File: config.mk
export PLATFORM = sky130hd
export DESIGN_NAME = uart_tx_ctrl
export DESIGN_NICKNAME = d
export VERILOG_FILES = /design/src/rtl/uart_tx_ctrl_pkg.sv /design/src/rtl/uart_bit_timer.sv /design/src/rtl/uart_tx_ctrl.sv
export SDC_FILE = /design/constraint.sdc
export NUM_CORES = 1
export LEC_CHECK = 0
export ABC_CLOCK_PERIOD_IN_PS = 5900
export BUFFER_PORTS_ARGS = -buffer_cell sky130_fd_sc_hd__buf_2
export CAP_MARGIN = 25
export CORE_MARGIN = 2
export CORE_UTILIZATION = 50
export DETAILED_ROUTE_END_ITERATION = 16
export PLACE_DENSITY = 0.7
export SLEW_MARGIN = 20
export SYNTH_ARGS = -nofsm -noshare
export SYNTH_HDL_FRONTEND = slang
export SYNTH_SLANG_ARGS = --single-unit
File: constraint.sdc
create_clock -name clk -period 5.9 [get_ports clk]
set_clock_uncertainty 0.05 [all_clocks]
set_input_delay 1.18 -clock clk [delete_from_list [all_inputs] [get_ports clk]]
set_output_delay 1.18 -clock clk [all_outputs]
set_load 0.005 [all_outputs]
File: src/rtl/uart_tx_ctrl_pkg.sv
// Shared types and helpers for the UART transmit controller.
// State encoding, clog2 and default baud divider.
package uart_tx_ctrl_pkg;

  localparam int unsigned CLKS_PER_BIT_DEF = 16;

  typedef enum logic [1:0] {
    IDLE  = 2'd0,
    START = 2'd1,
    DATA  = 2'd2,
    STOP  = 2'd3
  } tx_state_e;

  function automatic int unsigned clog2(
    input int unsigned v
  );
    int unsigned r;
    r = 0;
    for (int i = 0; i < 32; i++) begin
      if ((64'd1 << i) < 64'(v)) r = i + 1;
    end
    return r;
  endfunction

endpackage

File: src/rtl/uart_bit_timer.sv
// Baud counter: one-cycle tick on the last clock of each serial bit.
// Synchronous clear realigns the bit grid to a new frame.
module uart_bit_timer
  import uart_tx_ctrl_pkg::*;
#(
  parameter int unsigned CLKS_PER_BIT = CLKS_PER_BIT_DEF
) (
  input  logic clk,
  input  logic rst_n,
  input  logic en,
  input  logic clr,
  output logic tick
);

  localparam int unsigned CW = clog2(CLKS_PER_BIT);
  localparam logic [CW-1:0] LAST = CW'(CLKS_PER_BIT - 1);

  logic [CW-1:0] cnt_q, cnt_d;

  always_comb begin
    cnt_d = cnt_q;
    if (clr) begin
      cnt_d = '0;
    end else if (en) begin
      cnt_d = (cnt_q == LAST) ? '0 : cnt_q + CW'(1);
    end
  end

  assign tick = en && !clr && (cnt_q == LAST);

  always_ff @(posedge clk or negedge rst_n) begin
    if (!rst_n) cnt_q <= '0;
    else        cnt_q <= cnt_d;
  end

endmodule

File: src/rtl/uart_tx_ctrl.sv
// UART transmit sequencer: byte handshake in, framed LSB-first serial out.
// tx and tx_ready are registered so the line only moves on bit boundaries.
module uart_tx_ctrl
  import uart_tx_ctrl_pkg::*;
#(
  parameter int unsigned CLKS_PER_BIT = CLKS_PER_BIT_DEF,
  parameter int unsigned DATA_BITS    = 8,
  parameter int unsigned STOP_BITS    = 1
) (
  input  logic                 clk,
  input  logic                 rst_n,
  input  logic [DATA_BITS-1:0] tx_data,
  input  logic                 tx_valid,
  output logic                 tx_ready,
  output logic                 tx,
  output logic                 busy
);

  localparam int unsigned BW = clog2(DATA_BITS + 1);
  localparam logic [BW-1:0] LAST_DATA = BW'(DATA_BITS - 1);
  localparam logic [BW-1:0] LAST_STOP = BW'(STOP_BITS - 1);

  tx_state_e state_q, state_d;
  logic [DATA_BITS-1:0] shift_q, shift_d;
  logic [BW-1:0] bit_q, bit_d;
  logic tx_q, tx_d;
  logic rdy_q, rdy_d;
  logic accept, tick, timer_en;

  assign accept   = tx_valid && rdy_q;
  assign timer_en = (state_q != IDLE);

  uart_bit_timer #(
    .CLKS_PER_BIT(CLKS_PER_BIT)
  ) u_timer (
    .clk  (clk),
    .rst_n(rst_n),
    .en   (timer_en),
    .clr  (accept),
    .tick (tick)
  );

  always_comb begin
    state_d = state_q;
    shift_d = shift_q;
    bit_d   = bit_q;
    tx_d    = tx_q;
    rdy_d   = rdy_q;
    unique case (state_q)
      IDLE: begin
        if (accept) begin
          state_d = START;
          shift_d = tx_data;
          bit_d   = '0;
          tx_d    = 1'b0;
          rdy_d   = 1'b0;
        end
      end
      START: begin
        if (tick) begin
          state_d = DATA;
          bit_d   = '0;
          tx_d    = shift_q[0];
        end
      end
      DATA: begin
        if (tick) begin
          if (bit_q == LAST_DATA) begin
            state_d = STOP;
            bit_d   = '0;
            tx_d    = 1'b1;
          end else begin
            shift_d = shift_q >> 1;
            bit_d   = bit_q + BW'(1);
            tx_d    = shift_q[1];
          end
        end
      end
      STOP: begin
        // bit counter is reused to count stop bits
        if (tick) begin
          if (bit_q == LAST_STOP) begin
            state_d = IDLE;
            bit_d   = '0;
            rdy_d   = 1'b1;
          end else begin
            bit_d   = bit_q + BW'(1);
          end
        end
      end
      default: begin
        state_d = IDLE;
        tx_d    = 1'b1;
        rdy_d   = 1'b1;
      end
    endcase
  end

  always_ff @(posedge clk or negedge rst_n) begin
    if (!rst_n) begin
      state_q <= IDLE;
      shift_q <= '0;
      bit_q   <= '0;
      tx_q    <= 1'b1;
      rdy_q   <= 1'b1;
    end else begin
      state_q <= state_d;
      shift_q <= shift_d;
      bit_q   <= bit_d;
      tx_q    <= tx_d;
      rdy_q   <= rdy_d;
    end
  end

  assign tx       = tx_q;
  assign tx_ready = rdy_q;
  assign busy     = !rdy_q;

endmodule

; ---- Yosys cells after proc, flatten, opt, wreduce, memory -nomap -nowiden
; Cells that the tools add are included.
[word_totals]
in_bits = 11
elab_cells = 66
mem_bits_rw = 0
regBits = 20
mem_count = 0
latch_bits = 0
out_inout_bits = 3
mem_bits_ro = 0
[op_classes]
reduce_logical = 17
n_eq_ne = 12
shift = 0
bitwise_logic = 0
n_addsub = 2
magnitude_cmp = 0
n_mul = 0
div = 0
muxes = 29
[ops]
columns = op, n
row1 = 4-bit two-way mux, 9
row2 = 8-bit two-way mux, 3
row3 = 4-bit case mux with 4 select lines, 1
row4 = 8-bit case mux with 2 select lines, 1
row5 = 4-bit AND reduction, 4
row6 = 2-bit two-way mux, 6
row7 = "2-bit != test, second input constant", 6
row8 = "4-bit by 1-bit adder with 4-bit output, second input constant", 2
row9 = 2-bit case mux with 4 select lines, 1
row10 = 2-bit nonzero test, 4
row11 = 1-bit two-way mux, 6
row12 = 6-bit AND reduction, 1
row13 = "2-bit equality test, second input constant", 2
row14 = "4-bit by 3-bit equality test with 1-bit output, second input constant", 1
row15 = "4-bit equality test, second input constant", 1
row16 = 4-bit zero test, 1
row17 = 1-bit logical AND, 3
row18 = 1-bit case mux with 3 select lines, 1
row19 = 3-bit nonzero test, 1
row20 = "2-bit by 1-bit equality test with 1-bit output, second input constant", 1
row21 = 1-bit zero test, 2
row22 = 2-bit zero test, 1
row23 = "2-bit by 1-bit != test with 1-bit output, second input constant", 1
row24 = 1-bit case mux with 2 select lines, 1

; ---- Longest topological paths before layout
[depth]
word_depth = 6
depth_mapped = 7
mapped_depth_nobuf = 6

; ---- Hierarchy
; A second synthesis with hierarchy kept.
[unflattened]
hier_cells = 118
area_unflattened_um2 = 1157.4
[modules_own_cells]
columns = module, seq_area_each_um2, area_per_inst_um2, cells_each, instances
row1 = uart_tx_ctrl, 402.9, 950.9, 96, 1
row2 = uart_bit_timer, 100.1, 206.4, 22, 1

; ---- Least setup slack after synthesis
; No wires, ideal clock.
[synth_path]
kind = input to register
startpoint = in tx_valid
endpoint = reg shift_q[0]
n_path_buf = 0
t_arrival_ps = 2109
path_stages = 4
required_ps = 5725
slack_ps = 3616
setup_ps = 125
path_cell_list = a21boi_1 -> a211o_1 -> a21oi_4 -> mux2_2
[synth_between]
elab_chain_len = 6
elab_cells_between_ends = 7
cone_classes = eq/ne: 2 / reduce/logical: 5
[synth_lines]
columns = item, line
row1 = from (decl), uart_tx_ctrl.sv:13  ; input logic tx_valid,
row2 = 1-bit logical AND *, uart_tx_ctrl.sv:30  ; assign accept = tx_valid && rdy_q;
row3 = 1-bit zero test, uart_bit_timer.sv:29  ; assign tick = en && !clr && (cnt_q == LAST);
row4 = 1-bit logical AND (2 in a row), uart_bit_timer.sv:29
row5 = 2-bit != test (no line), -
row6 = 4-bit AND reduction (no line) *, -
row7 = to (signal assigned), uart_tx_ctrl.sv:108  ; shift_q <= shift_d;
row8 = to (decl), uart_tx_ctrl.sv:24  ; logic [DATA_BITS-1:0] shift_q, shift_d;
; Mark *: on every way between the ends. The rest lies on a longest branch, timed or not.
; A chain may end at the register's enable or synchronous reset.

; ---- Worst setup path after layout
[layout_path]
startpoint = reg state_q[0]
endpoint = reg shift_q[6]
[layout_between]
elab_chain_len = 5
elab_cells_between_ends = 11
cone_classes = eq/ne: 4 / mux: 1 / reduce/logical: 6
[layout_lines]
columns = item, line
row1 = from (decl), uart_tx_ctrl.sv:23  ; tx_state_e state_q, state_d;
row2 = from (signal assigned), uart_tx_ctrl.sv:107  ; state_q <= state_d;
row3 = 2-bit nonzero test, uart_tx_ctrl.sv:31  ; assign timer_en = (state_q != IDLE);
row4 = 1-bit logical AND (2 in a row), uart_bit_timer.sv:29
row5 = 2-bit != test (no line), -
row6 = 4-bit AND reduction (no line), -
; Several ways; a longest one is shown, not always the timed one.

==> results_dict.tcl <==
set metrics [dict create \
    tns_ns 0 \
    cts.reportedPaths.clkPinSlew_ns 0.11 \
    synth_xor_area_share_pct 0.7121 \
    drv_slew 0 \
    ys_seq_area_share_pct 40.90 \
    drive_gt1_share_pct 31.01 \
    synthMuxAreaShare_pct 16.28 \
    post_cts_buffers 0 \
    yosys.area_share.simple_pct 14.24 \
    drv_cap 0 \
    final-hold-violation-count 0 \
    met1_usage_pct 22.16 \
    nets 149 \
    synth.ff_latch_count 20 \
    fillers 212 \
    grt_overflow 0 \
    async_flop_share_pct 100.0 \
    synth-compound-area-share_pct 16.68 \
    hold_class "register to register" \
    power_density_nw_per_um2 167.1 \
    antenna_found_initial 0 \
    cts_tree "built" \
    io_buffer_count 13 \
    finish.utilization_pct 59.37 \
    grt_first_pass_wirelength_um 3519 \
    drt_iter0_markers 27 \
    synth_top_area_share_pct 36.62 \
    power_uw 225.9 \
    yosysTopAreaCell "dfrtp_1" \
    finalSetupViolCount 0 \
    track_usage_pct 17.08 \
    synth-edff-count 0 \
    coreArea_um2 2276 \
    synth_fa_ha_area_share_pct 8.138 \
    via_per_inst 5.726 \
    synth_top_flop_cell "dfrtp_1" \
    cts_buffer_depth 2 \
    areaGrowthSynthToFinish_pct 9.868 \
    syn_nets 134 \
    syn_inst 115 \
    use_met2_pct 28.19 \
    grt_start_max_net_pins 21 \
    end_kind "register" \
    status "finished clean" \
    crit_required_ns 6.04 \
    ys_warn_count 0 \
    die_y_um 53.60 \
    hpwlAfterDp_um 1660 \
    clock-sinks 20 \
    ant_nets 0 \
    wirelength_um 2183 \
    final_area_um2 1351 \
    start_util_pct 54.04 \
    wl_per_cell_um 13.90 \
    rows 17 \
    insertion_delay_ns 0.29 \
    postSynthAreaPerCell_um2 10.70 \
    place_area_um2 1315 \
    cp_slowest_stage_delay_ns 0.68 \
    pre_cts_ws_ns 3.368 \
    cts_resized 0 \
    route.vias.total 899 \
    synth_top_family_by_area "compound AO/OA/AOI/OAI gates" \
    netlist_top_cells_area "dfrtp_1 37%, mux2_2 15%, ha_1 8.1%, dfstp_2 4.3%, nor2_1 3.1%" \
    startpoint_type "register" \
    cts-htree-levels 1 \
    tightest_slew_ns 0.7809 \
    ys_types 37 \
    synthesis.area_um2 1230 \
    path_max_fanout 19 \
    gp_congestion 0.8059 \
    fmax_mhz 415.4 \
    worst_slew_margin_rel_pct 47.94 \
    crit_arrival_ns 2.55 \
    synth_commonest_cells "18 x dfrtp_1, 16 x mux2_2, 10 x nor2_1" \
    ctsRootBufferMaster "clkbuf_4" \
    dr.pass1.iters 5 \
    die_x_um 53.60 \
    min_period_over_period_pct 40.80 \
    path_class "register to register" \
    rsz0062_at_grt "no" \
    synth_most_common_cell "dfrtp_1" \
    worst_slack_ns 3.493 \
    ir_worst_vdd_mv 0.1229 \
    dieArea_um2 2872 \
    cts_buffers 3 \
    antenna_cells 0 \
    postCtsHoldBufs 0 \
    grt.met3_usage_pct 3.333 \
    grt_pass1_vias 798 \
    post-route-min-period_ns 2.407 \
    worstPathCellList "inv_1 -> ha_1 -> nor2_1 -> a211o_1 -> a21oi_4 -> mux2_2" \
    drc 0 \
    cpMaxStageDelayCell "ha_1" \
    pin_count 14 \
    grt-busiest-layer "met2" \
    p_leak_uw 0.0006598 \
]
sequential cells by signal (all words and copies together), names as in the netlist:
signal	flops
tx_ready	1
state_q	2
bit_q	4
u_timer.cnt_q	4
tx	1
shift_q	8
placed cells by master, fill, tap and decap left out, types with 2 or more instances in the layout:
cell type / n
nor2_1: 10
clkbuf_4: 3
dfrtp_1: 18
nor2b_1: 2
mux2i_1: 2
nand3_1: 3
nor3_1: 2
mux2_2: 16
nand2_1: 7
a21oi_1: 5
buf_2: 13
o21ai_0: 4
dfstp_2: 2
ha_1: 8
nand3b_1: 2
a211o_1: 3
inv_1: 6
a311oi_1: 2
per-stage QoR:
step | hold slack, ns | std cells
after detailed placement | 0.4444 | 153
after global placement | 0.4340 | 153
after floorplan | 0.4250 | 115
final | 0.4684 | 157
after global routing | 0.4833 | 157
after CTS | 0.4711 | 157
layout make-up:
| class | count | area [µm²] | share of cell area [%] |
|---|---|---|---|
| tap | 28 | 35.03 | 2.593 |
| timing repair buffer | 13 | 65.06 | 4.815 |
| inverter | 6 | 22.52 | 1.667 |
| sequential | 20 | 503.0 | 37.22 |
| clock buffer | 4 | 36.28 | 2.685 |
| multi-input combinational | 86 | 689.4 | 51.02 |
metal layers:
layer  wire, µm  vias to the layer above
met5          0                        -
met4         27                        0
met3         73                        4
met2       1016                       20
met1       1065                      429
li1           -                      446
path summary, 6_finish.rpt:
path                                              from  depth (start not counted)                      endpoint  slack [ns]
worst min-delay path            shift_q[2]$_DFFE_PN0P_                          1        shift_q[2]$_DFFE_PN0P_        0.47
worst min register to register  shift_q[2]$_DFFE_PN0P_                          1        shift_q[2]$_DFFE_PN0P_        0.47
max in group asynchronous                        rst_n                          1                tx$_DFFE_PN1P_        4.71
min in group asynchronous                        rst_n                          1  u_timer.cnt_q[1]$_DFFE_PN0N_        0.76
worst max-delay path            state_q[0]$_DFFE_PN0P_                          6        shift_q[6]$_DFFE_PN0P_        3.49
worst max register to register  state_q[0]$_DFFE_PN0P_                          6        shift_q[6]$_DFFE_PN0P_        3.49
logic make-up after synthesis:
group	after synthesis
buffers and inverters	9
multiplexers	18
AO/OA/AOI/OAI	26
adder cells (fa/ha/maj)	8
XOR/XNOR	1
flip-flops	20
AND/OR/NAND/NOR	33
power breakdown:
group          switching [µW]  total (µW)  leakage, µW  internal, µW
combinational            4.41        8.70     0.000399          4.29
clock                    40.2        77.7    0.0000210          37.6
sequential              0.696         139     0.000240           139
critical path, delay by kind of cell, from the launching register on:
kind | cells | cell delay [ns]
AO/OA/AOI/OAI | 2 | 0.54
flip-flops | 1 | 0.42
multiplexers | 1 | 0.38
AND/OR/NAND/NOR | 1 | 0.10
buffers and inverters | 1 | 0.12
adder cells (fa/ha/maj) | 1 | 0.68
(Power assumes the default switching activity.)
